## src/rtl/ov7670_stream_gen.sv

```systemverilog
// Synthetic OV7670-style camera source: replays a frame buffer as a
// Vsync/Href/Data byte stream, two bytes per RGB444 pixel.
module ov7670_stream_gen #(
    parameter int H_ACTIVE     = 176,
    parameter int V_ACTIVE     = 144,
    parameter int H_BLANK      = 32,
    parameter int VSYNC_CYCLES = 64,
    parameter int V_BACK       = 16,
    parameter int V_FRONT      = 16
) (
    input  logic        Pclock,
    input  logic        Reset,
    input  logic        Enable,
    output logic [14:0] RAddress,
    input  logic [11:0] RData,
    output logic        Vsync,
    output logic        Href,
    output logic [7:0]  Data,
    output logic        FrameDone
);

    typedef enum logic [2:0] {
        IDLE,
        VSYNC,
        VBACK,
        LINE,
        HBLANK,
        VFRONT
    } state_t;

    state_t      state;
    state_t      next_state;
    logic [15:0] cnt;
    logic [15:0] cnt_next;
    logic        phase;
    logic [7:0]  x;
    logic [7:0]  y;
    logic [11:0] hold;
    logic [14:0] next_base;
    logic        hold_unused;

    // Only the blue nibble of the held pixel is re-emitted; red/green go out directly.
    assign hold_unused = ^hold[11:4];
    assign next_base   = ({7'd0, y} + 15'd1) * 15'(H_ACTIVE);

    always_comb begin
        next_state = state;
        cnt_next   = cnt + 16'd1;
        case (state)
            IDLE: begin
                cnt_next = 16'd0;
                if (Enable) next_state = VSYNC;
            end
            VSYNC: begin
                if (cnt == 16'(VSYNC_CYCLES - 1)) begin
                    next_state = VBACK;
                    cnt_next   = 16'd0;
                end
            end
            VBACK: begin
                if (cnt == 16'(V_BACK - 1)) begin
                    next_state = LINE;
                    cnt_next   = 16'd0;
                end
            end
            LINE: begin
                cnt_next = 16'd0;
                if (phase && x == 8'(H_ACTIVE - 1))
                    next_state = (y == 8'(V_ACTIVE - 1)) ? VFRONT : HBLANK;
            end
            HBLANK: begin
                if (cnt == 16'(H_BLANK - 1)) begin
                    next_state = LINE;
                    cnt_next   = 16'd0;
                end
            end
            VFRONT: begin
                if (cnt == 16'(V_FRONT - 1)) begin
                    next_state = Enable ? VSYNC : IDLE;
                    cnt_next   = 16'd0;
                end
            end
            default: begin
                next_state = IDLE;
                cnt_next   = 16'd0;
            end
        endcase
    end

    // Outputs are registered from next_state so they line up with the state register.
    always_ff @(posedge Pclock or posedge Reset) begin
        if (Reset) begin
            state     <= IDLE;
            cnt       <= 16'd0;
            phase     <= 1'b0;
            x         <= 8'd0;
            y         <= 8'd0;
            hold      <= 12'h000;
            RAddress  <= 15'd0;
            Vsync     <= 1'b0;
            Href      <= 1'b0;
            Data      <= 8'h00;
            FrameDone <= 1'b0;
        end else begin
            state     <= next_state;
            cnt       <= cnt_next;
            Vsync     <= (next_state == VSYNC);
            Href      <= (next_state == LINE);
            FrameDone <= (state == VFRONT) && (next_state == VSYNC);
            Data      <= 8'h00;

            if (next_state == VSYNC && state != VSYNC)
                y <= 8'd0;

            if (next_state == VBACK && state != VBACK)
                RAddress <= {7'd0, y} * 15'(H_ACTIVE);

            // Prefetch the next line start well before its first byte0 edge.
            if (next_state == HBLANK && state == LINE) begin
                y        <= y + 8'd1;
                RAddress <= next_base;
            end

            if (next_state == LINE) begin
                if (state != LINE || phase) begin
                    phase    <= 1'b0;
                    x        <= (state == LINE) ? x + 8'd1 : 8'd0;
                    Data     <= RData[11:4];
                    hold     <= RData;
                    RAddress <= RAddress + 15'd1;
                end else begin
                    phase <= 1'b1;
                    Data  <= {hold[3:0], 4'h0};
                end
            end
        end
    end

endmodule

```

## config.mk

```make
export PLATFORM = sky130hd
export DESIGN_NAME = ov7670_stream_gen
export DESIGN_NICKNAME = d
export VERILOG_FILES = /design/src/rtl/ov7670_stream_gen.sv
export SDC_FILE = /design/constraint.sdc
export NUM_CORES = 1
export LEC_CHECK = 0
export CAP_MARGIN = 40
export CORE_MARGIN = 3
export CORE_UTILIZATION = 53
export DETAILED_ROUTE_END_ITERATION = 16
export GPL_TIMING_DRIVEN = 0
export PLACE_DENSITY = 0.87
export SYNTH_ARGS = -nofsm -noshare
export SYNTH_HDL_FRONTEND = slang
export SYNTH_SLANG_ARGS = --single-unit
```

## constraint.sdc

```tcl
create_clock -name Pclock -period 3.7 [get_ports Pclock]
set_input_delay 0.37 -clock Pclock [delete_from_list [all_inputs] [get_ports Pclock]]
set_output_delay 0.37 -clock Pclock [all_outputs]
set_load 0.02 [all_outputs]
```

==> impl_metrics.json, run 1 <==
{
  "synth_nets": 590,
  "clockPowerShare": 0.457,
  "seq_area_mm2": 0.00166,
  "grt_pass1_wl_mm": 19.4,
  "synthDistinctLibCells": 63,
  "fp.dieW_um": 102,
  "async_reset_ff_frac": 1.00,
  "n_fill_cell": 591,
  "dpl_cell_area_mm2": 0.00542,
  "fp.dieArea_mm2": 0.0104,
  "vias": 4342,
  "synthTopCellsByArea": "dfrtp_1 34%, ha_1 11%, xnor2_1 5.0%",
  "antenna_cells": 0,
  "switching_share": 0.230,
  "start_kind": "register",
  "hold_violations": 0,
  "violations": "setup timing",
  "hold_class": "input port to asynchronous set/reset pin",
  "required_ns": 3.96,
  "synth_flop_cell": "dfrtp_1",
  "drc": 0,
  "cts_tree": "built",
  "grt_overflow": 0,
  "fmax_mhz": 269,
  "cts.sinks": 66,
  "ioPinCount": 41,
  "nNetsFinal": 651,
  "place_congestion": 0.908,
  "htreeDepth": 3,
  "top_layer_used": "met4",
  "p_leak_nw": 2.74,
  "wl_met3_um": 803,
  "critPathKind": "register to register",
  "dp_hpwl_mm": 8.43,
  "grt_use_total": 0.236,
  "ys_seq_elements": 66,
  "viasPerCell": 6.23,
  "max-slew-margin-rel": 0.382,
  "power_mw": 1.38,
  "first_pass_iters": 5,
  "period_needed_ns": 3.72,
  "multi_input_area_mm2": 0.00312,
  "cts_max_path_buffers": 2,
  "synth_area_mm2": 0.00486,
  "numCtsBuffers": 9,
  "synth.top_cell.area_share": 0.340,
  "setup_violations": 1,
  "synth_top_cell_by_area": "dfrtp_1",
  "layout_setup_ws_ns": -0.0214,
  "combPwrFrac": 0.023,
  "wl_met2_mm": 6.36,
  "grt_pass1_vias": 4056,
  "reg2reg_from": "y[1]$_DFFE_PP0P_",
  "seqPwrFrac": 0.520,
  "reg2regPathDepth": 17,
  "hold_buffers": 0,
  "yosys_warnings": 0,
  "status": "finished with violations",
  "powerDensity_mw_per_mm2": 236,
  "skew_ns": 0.00837,
  "ys_top_cells_by_count": "66 x dfrtp_1, 49 x inv_1, 43 x nor2_1",
  "coreArea_mm2": 0.00881,
  "drt_iter0_drc": 369,
  "irDropWorstVdd_uv": 188,
  "worst_slew_pin_slew_ns": 0.919,
  "p_int_mw": 1.07,
  "antenna_left": 0,
  "insertion_delay_ns": 0.35,
  "worstReg2RegEnd": "RAddress[14]$_DFF_PP0_",
  "finalMaxSlewViolations": 0,
  "syn2layout_area_growth_pct": 20.7,
  "dp_slack_ns": -0.406,
  "r2r_setup_slack_ns": -0.02,
  "stdcell_area_mm2": 0.00587,
  "cp.arrival_ns": 3.98,
  "port_buffers": 40,
  "grt_max_degree": 36,
  "crit_fanout": 6,
  "drt-wirelength-per-cell_um": 18.4,
  "wirelength_mm": 12.8,
  "syn_inst": 523,
  "start_util": 0.552,
  "fp.dieH_um": 102,
  "syn_area_per_cell_um2": 9.30,
  "synth.most_common_cell": "dfrtp_1",
  "rows": 34,
  "power.switching_mw": 0.318,
  "end_kind": "register",
  "holdWs_ns": 0.441,
  "antenna_found_initial": 0,
  "maxCapViolCount": 0,
  "clk_pin_slew_ns": 0.08,
  "synth-seq-area-share": 0.340,
  "wirelength_met1_mm": 5.13,
  "drive_above_1_share": 0.136,
  "cts_root_buf": "clkbuf_8",
  "synth_edf_count": 0,
  "period_share": 1.01
}
[placed cells by master (no fill, tap or decap), types with 6 or more instances in the layout]
cell	synthesis	routed
clkbuf_1	9	8
and3_1	14	14
o21ai_0	18	18
inv_2	2	8
nor3_1	12	11
nor2b_1	7	7
nand3_1	27	25
dfrtp_1	66	60
a21oi_1	14	13
clkdlybuf4s50_1	0	40
clkbuf_8	0	10
nand2_1	35	35
xor2_1	17	17
fa_1	11	10
ha_4	0	7
ha_1	41	34
inv_1	49	43
dfrtp_2	0	6
xnor2_1	28	25
nor2_1	43	41
mux2i_1	14	14
buf_4	1	11
nand4_1	10	10
a22oi_1	6	6
o211ai_1	8	8
[worst max path at each step]
stage	start	to	cells past startpoint
6_report	y[1]$_DFFE_PP0P_	RAddress[14]$_DFF_PP0_	17
5_1_grt	y[1]$_DFFE_PP0P_	RAddress[14]$_DFF_PP0_	17
4_1_cts	y[1]$_DFFE_PP0P_	RAddress[14]$_DFF_PP0_	17
3_5_place_dp	y[0]$_DFFE_PP0P_	RAddress[14]$_DFF_PP0_	17
3_3_place_gp	y[0]$_DFFE_PP0P_	RAddress[14]$_DFF_PP0_	17
2_1_floorplan	y[0]$_DFFE_PP0P_	RAddress[14]$_DFF_PP0_	17
[cell families (layout without fill, tap and decap cells)]
logic type                 Yosys count  after routing  share of synthesized area
buffers and inverters               65            131                     0.0533
and+or+nand+nor                    191            191                      0.212
AOI/OAI and AO/OA                   81             81                      0.114
muxes                               23             23                     0.0497
xor gates and xnor gates            45             45                     0.0811
adders and majority gates           52             52                      0.151
DFF                                 66             66                      0.340
[metal layers]
| metal | global-route usage | up-vias |
|---|---|---|
| li1 | - | 1966 |
| met1 | 0.285 | 2101 |
| met2 | 0.412 | 215 |
| met3 | 0.0386 | 60 |
| met4 | 0.102 | 0 |
| met5 | 0 | - |
[sequential cells by signal (all words and copies together), names as in the netlist]
signal     count
Data           8
FrameDone      1
Href           1
RAddress      15
Vsync          1
cnt           16
hold           4
phase          1
state          3
x              8
y              8
[critical path, cell delays in order (launching register included)]
cell	delay (ns)
dfrtp_2	0.44
ha_4	0.19
nand4_1	0.20
nor2_1	0.31
nor2_4	0.08
inv_2	0.07
ha_1	0.22
inv_1	0.09
fa_1	0.44
inv_1	0.11
ha_4	0.23
nand3_1	0.09
o211ai_1	0.13
nor4_1	0.31
nor3_1	0.13
xnor2_1	0.33
a22oi_1	0.12
a22oi_1	0.16
[per-stage QoR]
stage          utilization  instances  TNS (ns)
2_1_floorplan            -        523         0
6_report             0.667        697   -0.0214
4_1_cts              0.645        690         0
5_1_grt              0.667        697    -0.220
3_5_place_dp         0.615        672    -0.763
3_3_place_gp         0.613        671    -0.446
[power groups by stage]
stage          Combinational (mW)  Sequential, mW  Clock, mW
2_1_floorplan              0.0115           0.735          0
3_3_place_gp               0.0298           0.735          0
3_5_place_dp               0.0327           0.735          0
4_1_cts                    0.0330           0.721      0.634
5_1_grt                    0.0358           0.720      0.667
6_report                   0.0318           0.721      0.632
[timing repair]
action                                  in CTS  in global routing
endpoints found under the setup margin       4                  2
buffers inserted                             3                  7
endpoints found under the hold margin        0                  0
pin swaps                                    3                 18
gates resized for setup                     10                 27
[area by class of cell]
class | instances | area share
sequential | 66 | 0.283
buffer | 13 | 0.0109
clock inverter | 6 | 0.0111
clock buffer | 10 | 0.0234
multi-input combinational | 392 | 0.532
inverter | 51 | 0.0326
tap | 108 | 0.0230
timing repair buffer | 51 | 0.0844
Power figures use the tool's default switching activity.
==> run 2, diff against run 1 <==
Settings changed: CELL_PAD_IN_SITES_DETAIL_PLACEMENT set to 0, CELL_PAD_IN_SITES_GLOBAL_PLACEMENT set to 1, CORE_UTILIZATION 53 to 41.
==> run 2 against run 1 <==
Against the previous run:
- the flow now finishes without violations
- cell area grew 2.4%
- hold slack improved by 0.043 ns
- highest routed layer unchanged
- die area up 27%
- sequential share of layout area decreased by 0.65 points
- setup slack better by 0.20 ns
- flip-flop and latch count stayed put
- critical path type unchanged
- register-to-register slack improved by 0.20 ns
==> impl_metrics.json, run 2 (synthesized netlist as in run 1, its figures left out) <==
{
  "status": "complete, no violations",
  "powerDensity_mw_per_mm2": 280,
  "fp.dieW_um": 115,
  "rows": 39,
  "required_ns": 3.89,
  "reg2reg_from": "y[1]$_DFFE_PP0P_",
  "largest_reg_flops": 16,
  "setup_violations": 0,
  "maxCapViolCount": 0,
  "end_kind": "register",
  "hold_class": "register to register",
  "start_util": 0.422,
  "viasPerCell": 5.47,
  "vias": 4017,
  "port_buffers": 40,
  "crit_fanout": 6,
  "r2r_setup_slack_ns": 0.18,
  "insertion_delay_ns": 0.33,
  "drive_above_1_share": 0.125,
  "endpoint": "RAddress[14]$_DFF_PP0_",
  "drt_iter0_drc": 276,
  "numCtsBuffers": 9,
  "ioPinCount": 41,
  "cts_max_path_buffers": 2,
  "grt_max_degree": 67,
  "period_share": 0.951,
  "antenna_cells": 0,
  "cts_root_buf": "clkbuf_16",
  "fp.dieArea_mm2": 0.0132,
  "grt_pass1_wl_mm": 19.4,
  "largest_register": "cnt",
  "cts.sinks": 66,
  "dp_hpwl_mm": 8.36,
  "dpl_cell_area_mm2": 0.00544,
  "cp.arrival_ns": 3.71,
  "crit_path_start": "y[1]$_DFFE_PP0P_",
  "htreeDepth": 3,
  "first_pass_iters": 4,
  "clk_pin_slew_ns": 0.06,
  "final_common_cell": "dfrtp_1",
  "worst_slew_pin_slew_ns": 0.830,
  "fmax_mhz": 284,
  "place_congestion": 0.837,
  "period_needed_ns": 3.52,
  "grt_pass1_vias": 3924,
  "cts_tree": "built",
  "dp_cells": 706,
  "antenna_found_initial": 0,
  "drc": 0,
  "syn2layout_area_growth_pct": 23.6,
  "layout_common_cells": "60 x dfrtp_1, 46 x inv_1, 41 x nor2_1",
  "stdcell_area_mm2": 0.00601,
  "n_fill_cell": 1025,
  "grt_use_total": 0.180,
  "slowest_delay_ns": 0.51,
  "worstReg2RegEnd": "RAddress[14]$_DFF_PP0_",
  "crit_chain": "ha_4 -> nand4_1 -> and2_4 -> nor2_4 -> inv_1 -> ha_1 -> inv_1 -> fa_1 -> inv_2 -> ha_4 -> nand3_1 -> o211ai_1 -> nor4_1 -> nor3_1 -> xnor2_1 -> a22oi_1 -> a22oi_1",
  "start_kind": "register",
  "grt_overflow": 0,
  "reg2regPathDepth": 17,
  "stdcell_count": 734,
  "hold_violations": 0,
  "finalMaxSlewViolations": 0,
  "max-slew-margin-rel": 0.446,
  "irDropWorstVdd_uv": 196,
  "fp.dieH_um": 115,
  "drt-wirelength-per-cell_um": 15.7,
  "coreArea_mm2": 0.0115,
  "critPathKind": "register to register",
  "skew_ns": 0.0112,
  "wirelength_mm": 11.5,
  "nNetsFinal": 653,
  "p_leak_nw": 2.80,
  "slowest_stage": "fa_1",
  "multi_input_area_mm2": 0.00309,
  "antenna_left": 0,
  "seq_area_mm2": 0.00166,
  "top_regs": "cnt: 16 flops, RAddress: 15 flops"
}
run 2: what timing repair did:
action                                  CTS  global route
hold buffers                              0             0
buffers inserted                          2            11
pin swaps                                 3            19
resized for setup                        13            17
hold endpoints to repair                  0             0
endpoints found under the setup margin    4             3
run 2: worst min-delay path by stage:
stage                              from  cells after the start             endpoint
finish              hold[1]$_DFFE_PP0P_                      2    Data[5]$_DFF_PP0_
global route        hold[1]$_DFFE_PP0P_                      1  hold[1]$_DFFE_PP0P_
CTS                 hold[1]$_DFFE_PP0P_                      2    Data[5]$_DFF_PP0_
detailed placement  hold[1]$_DFFE_PP0P_                      2    Data[5]$_DFF_PP0_
global placement    hold[1]$_DFFE_PP0P_                      2    Data[5]$_DFF_PP0_
floorplan           hold[0]$_DFFE_PP0P_                      2    Data[4]$_DFF_PP0_
run 2: stage by stage:
step	total power, mW	setup WS (ns)	utilization	hold slack (ns)	setup TNS, ns
6_report	1.68	0.181	0.522	0.485	0
3_5_place_dp	0.766	-0.332	0.473	0.476	-0.686
2_1_floorplan	0.746	0.217	-	0.443	0
3_3_place_gp	0.765	-0.296	0.473	0.456	-0.565
4_1_cts	1.70	-0.00968	0.507	0.485	-0.00968
5_1_grt	1.74	-0.0405	0.522	0.522	-0.0405
run 2: cell type report:
cell class                 instances  area share
buffer                            13      0.0106
inverter                          51      0.0323
clock buffer                      12      0.0410
clock inverter                     4      0.0123
sequential                        66       0.276
multi-input combinational        392       0.515
timing repair buffer              53      0.0829
tap                              143      0.0298
run 2: critical path: cells and delay by family (launching register included):
kind | cells | cell delay [ns]
simple gates | 6 | 0.88
xor+xnor | 1 | 0.14
flops | 1 | 0.43
fa+ha+maj | 4 | 1.23
compound gates | 3 | 0.53
buf+inv | 3 | 0.18
run 2: report_power, final:
part           internal (mW)  switching, mW  leakage (nW)
registers              0.722              0         0.867
clock network          0.610          0.320         0.157
logic                 0.0135         0.0165          1.77
run 2: metal layers:
metal	global-route usage	routed length, um
met2	0.299	5570
met1	0.241	5260
met4	0.0509	129
met3	0.0337	527
met5	0	0
==> run 3, diff against run 2 <==
Settings changed: CORE_UTILIZATION 41 to 39, GPL_ROUTABILITY_DRIVEN set to 0, PLACE_DENSITY 0.87 to 0.84.
==> run 3 against run 2 <==
Against the previous run:
- power down 8.8%
- register-to-register slack worse by 0.03 ns
- setup slack worse by 0.030 ns
- first-iteration DRC count up 6.2%
- global-route usage down 0.88 points
- critical path type unchanged
- via count about the same
==> impl_metrics.json, run 3 (synthesized netlist as in run 1, its figures left out) <==
{
  "dp_hpwl_mm": 8.57,
  "wirelength_mm": 11.6,
  "irDropWorstVdd_uv": 206,
  "fmax_mhz": 282,
  "powerDensity_mw_per_mm2": 255,
  "status": "complete, no violations",
  "clk_pin_slew_ns": 0.06,
  "largest_register": "cnt",
  "period_needed_ns": 3.55,
  "dp_cells": 732,
  "vias": 4013,
  "required_ns": 3.90,
  "p_int_mw": 1.20,
  "cp.arrival_ns": 3.75,
  "skew_ns": 0.00731,
  "cts_tree": "built",
  "antenna_cells": 0,
  "cts.sinks": 66,
  "period_share": 0.959,
  "dpl_cell_area_mm2": 0.00549,
  "drt_iter0_drc": 293,
  "maxCapViolCount": 0,
  "start_kind": "register",
  "end_kind": "register",
  "fin_util": 0.496,
  "htreeDepth": 3,
  "setup_violations": 0,
  "worst_slew_pin_slew_ns": 0.821,
  "hold_class": "input port to asynchronous set/reset pin",
  "grt_max_degree": 38,
  "use_met3": 0.0360,
  "combPwrFrac": 0.021,
  "final_common_cell": "dfrtp_1",
  "largest_reg_flops": 16,
  "top_regs": "cnt: 16 flops, RAddress: 15 flops",
  "antenna_left": 0,
  "layout_setup_ws_ns": 0.152,
  "drive_above_1_share": 0.135,
  "drt-wirelength-per-cell_um": 15.4,
  "stdcell_area_mm2": 0.00601,
  "viasPerCell": 5.33,
  "hold_violations": 0,
  "max-slew-margin-rel": 0.448,
  "holdWs_ns": 0.443,
  "cts_root_buf": "clkbuf_16",
  "slowest_stage": "fa_1",
  "crit_fanout": 5,
  "dp_slack_ns": -0.353,
  "power_mw": 1.53,
  "met2_usage": 0.294,
  "n_fill_cell": 1115,
  "fp.dieH_um": 118,
  "clockPowerShare": 0.508,
  "grt_use_total": 0.171,
  "grt_pass1_wl_mm": 19.7,
  "critPathKind": "register to register",
  "slowest_delay_ns": 0.50,
  "fp.dieW_um": 118,
  "first_pass_iters": 4,
  "cts_max_path_buffers": 2,
  "numCtsBuffers": 9,
  "start_util": 0.401,
  "grt_overflow": 0,
  "insertion_delay_ns": 0.33,
  "finalMaxSlewViolations": 0,
  "power.switching_mw": 0.332,
  "rows": 40,
  "rsz0062_at_grt": "yes",
  "cp_top_family": "adder cells",
  "seqPwrFrac": 0.471,
  "grt_pass1_vias": 4037,
  "crit_chain": "ha_4 -> nand3_4 -> nor2_4 -> xnor2_2 -> inv_2 -> ha_4 -> inv_2 -> fa_1 -> inv_2 -> ha_4 -> nand3_2 -> o211ai_1 -> nor4_1 -> nor3_1 -> xnor2_1 -> a22oi_1 -> a22oi_1",
  "layout_common_cells": "61 x dfrtp_1, 42 x inv_1, 41 x nor2_1",
  "port_buffers": 40,
  "grt.met1_usage": 0.216,
  "antenna_found_initial": 0,
  "nNetsFinal": 648,
  "multi_input_area_mm2": 0.00314,
  "cp.buffers_inverters": 3,
  "p_leak_nw": 2.76,
  "switching_share": 0.216,
  "seq_area_mm2": 0.00166,
  "syn2layout_area_growth_pct": 23.6,
  "coreArea_mm2": 0.0121,
  "ioPinCount": 41,
  "tns_ns": 0,
  "drc": 0,
  "top_usage_layer": "met2",
  "fp.dieArea_mm2": 0.0138,
  "stdcell_count": 753
}
-- run 3: power groups by stage --
stage	Combinational (mW)	Clock (mW)	Sequential [mW]
after floorplan	0.0115	0	0.735
after global placement	0.0302	0	0.735
after detailed placement	0.0334	0	0.735
after CTS	0.0337	0.793	0.722
after global routing	0.0366	0.827	0.722
final	0.0321	0.780	0.722
-- run 3: timing repair --
item / CTS / global route
setup endpoints to repair: 4 / 2
hold buffers: 0 / 0
setup buffers: 3 / 4
pin swaps: 4 / 22
resized for setup: 13 / 25
-- run 3: worst reg2reg max path, cell delays in order, from the launching register on --
cell and delay (ns):
dfrtp_2 0.46, ha_4 0.20, nand3_4 0.11, nor2_4 0.18, xnor2_2 0.16, inv_2 0.09, ha_4 0.27, inv_2 0.03
fa_1 0.51, inv_2 0.05, ha_4 0.29, nand3_2 0.06, o211ai_1 0.23, nor4_1 0.08, nor3_1 0.26, xnor2_1 0.17
a22oi_1 0.20, a22oi_1 0.09
-- run 3: area by class of cell --
| class | instances | area share |
|---|---|---|
| plain buffers | 13 | 0.0106 |
| clock buffers | 10 | 0.0398 |
| clock inverters | 5 | 0.00521 |
| inverters | 51 | 0.0319 |
| multi-input cells | 392 | 0.523 |
| flip-flops and latches | 66 | 0.276 |
| well taps | 168 | 0.0350 |
| repair buffers | 48 | 0.0787 |
-- run 3: routing by layer --
| layer | vias up | wire length (um) |
|---|---|---|
| li1 | 1959 | - |
| met1 | 1947 | 5160 |
| met2 | 88 | 5800 |
| met3 | 19 | 435 |
| met4 | 0 | 212 |
| met5 | - | 0 |
-- run 3: final timing paths --
check | start | end | slack, ns | cells past startpoint
min | Reset | x[5]$_DFFE_PP0P_ | 0.44 | 2
min reg2reg | cnt[0]$_DFF_PP0_ | cnt[0]$_DFF_PP0_ | 0.48 | 1
min in group Pclock | cnt[0]$_DFF_PP0_ | cnt[0]$_DFF_PP0_ | 0.48 | 1
max in group asynchronous | Reset | y[3]$_DFFE_PP0P_ | 2.62 | 3
max reg2reg | y[1]$_DFFE_PP0P_ | RAddress[14]$_DFF_PP0_ | 0.15 | 17
max | y[1]$_DFFE_PP0P_ | RAddress[14]$_DFF_PP0_ | 0.15 | 17
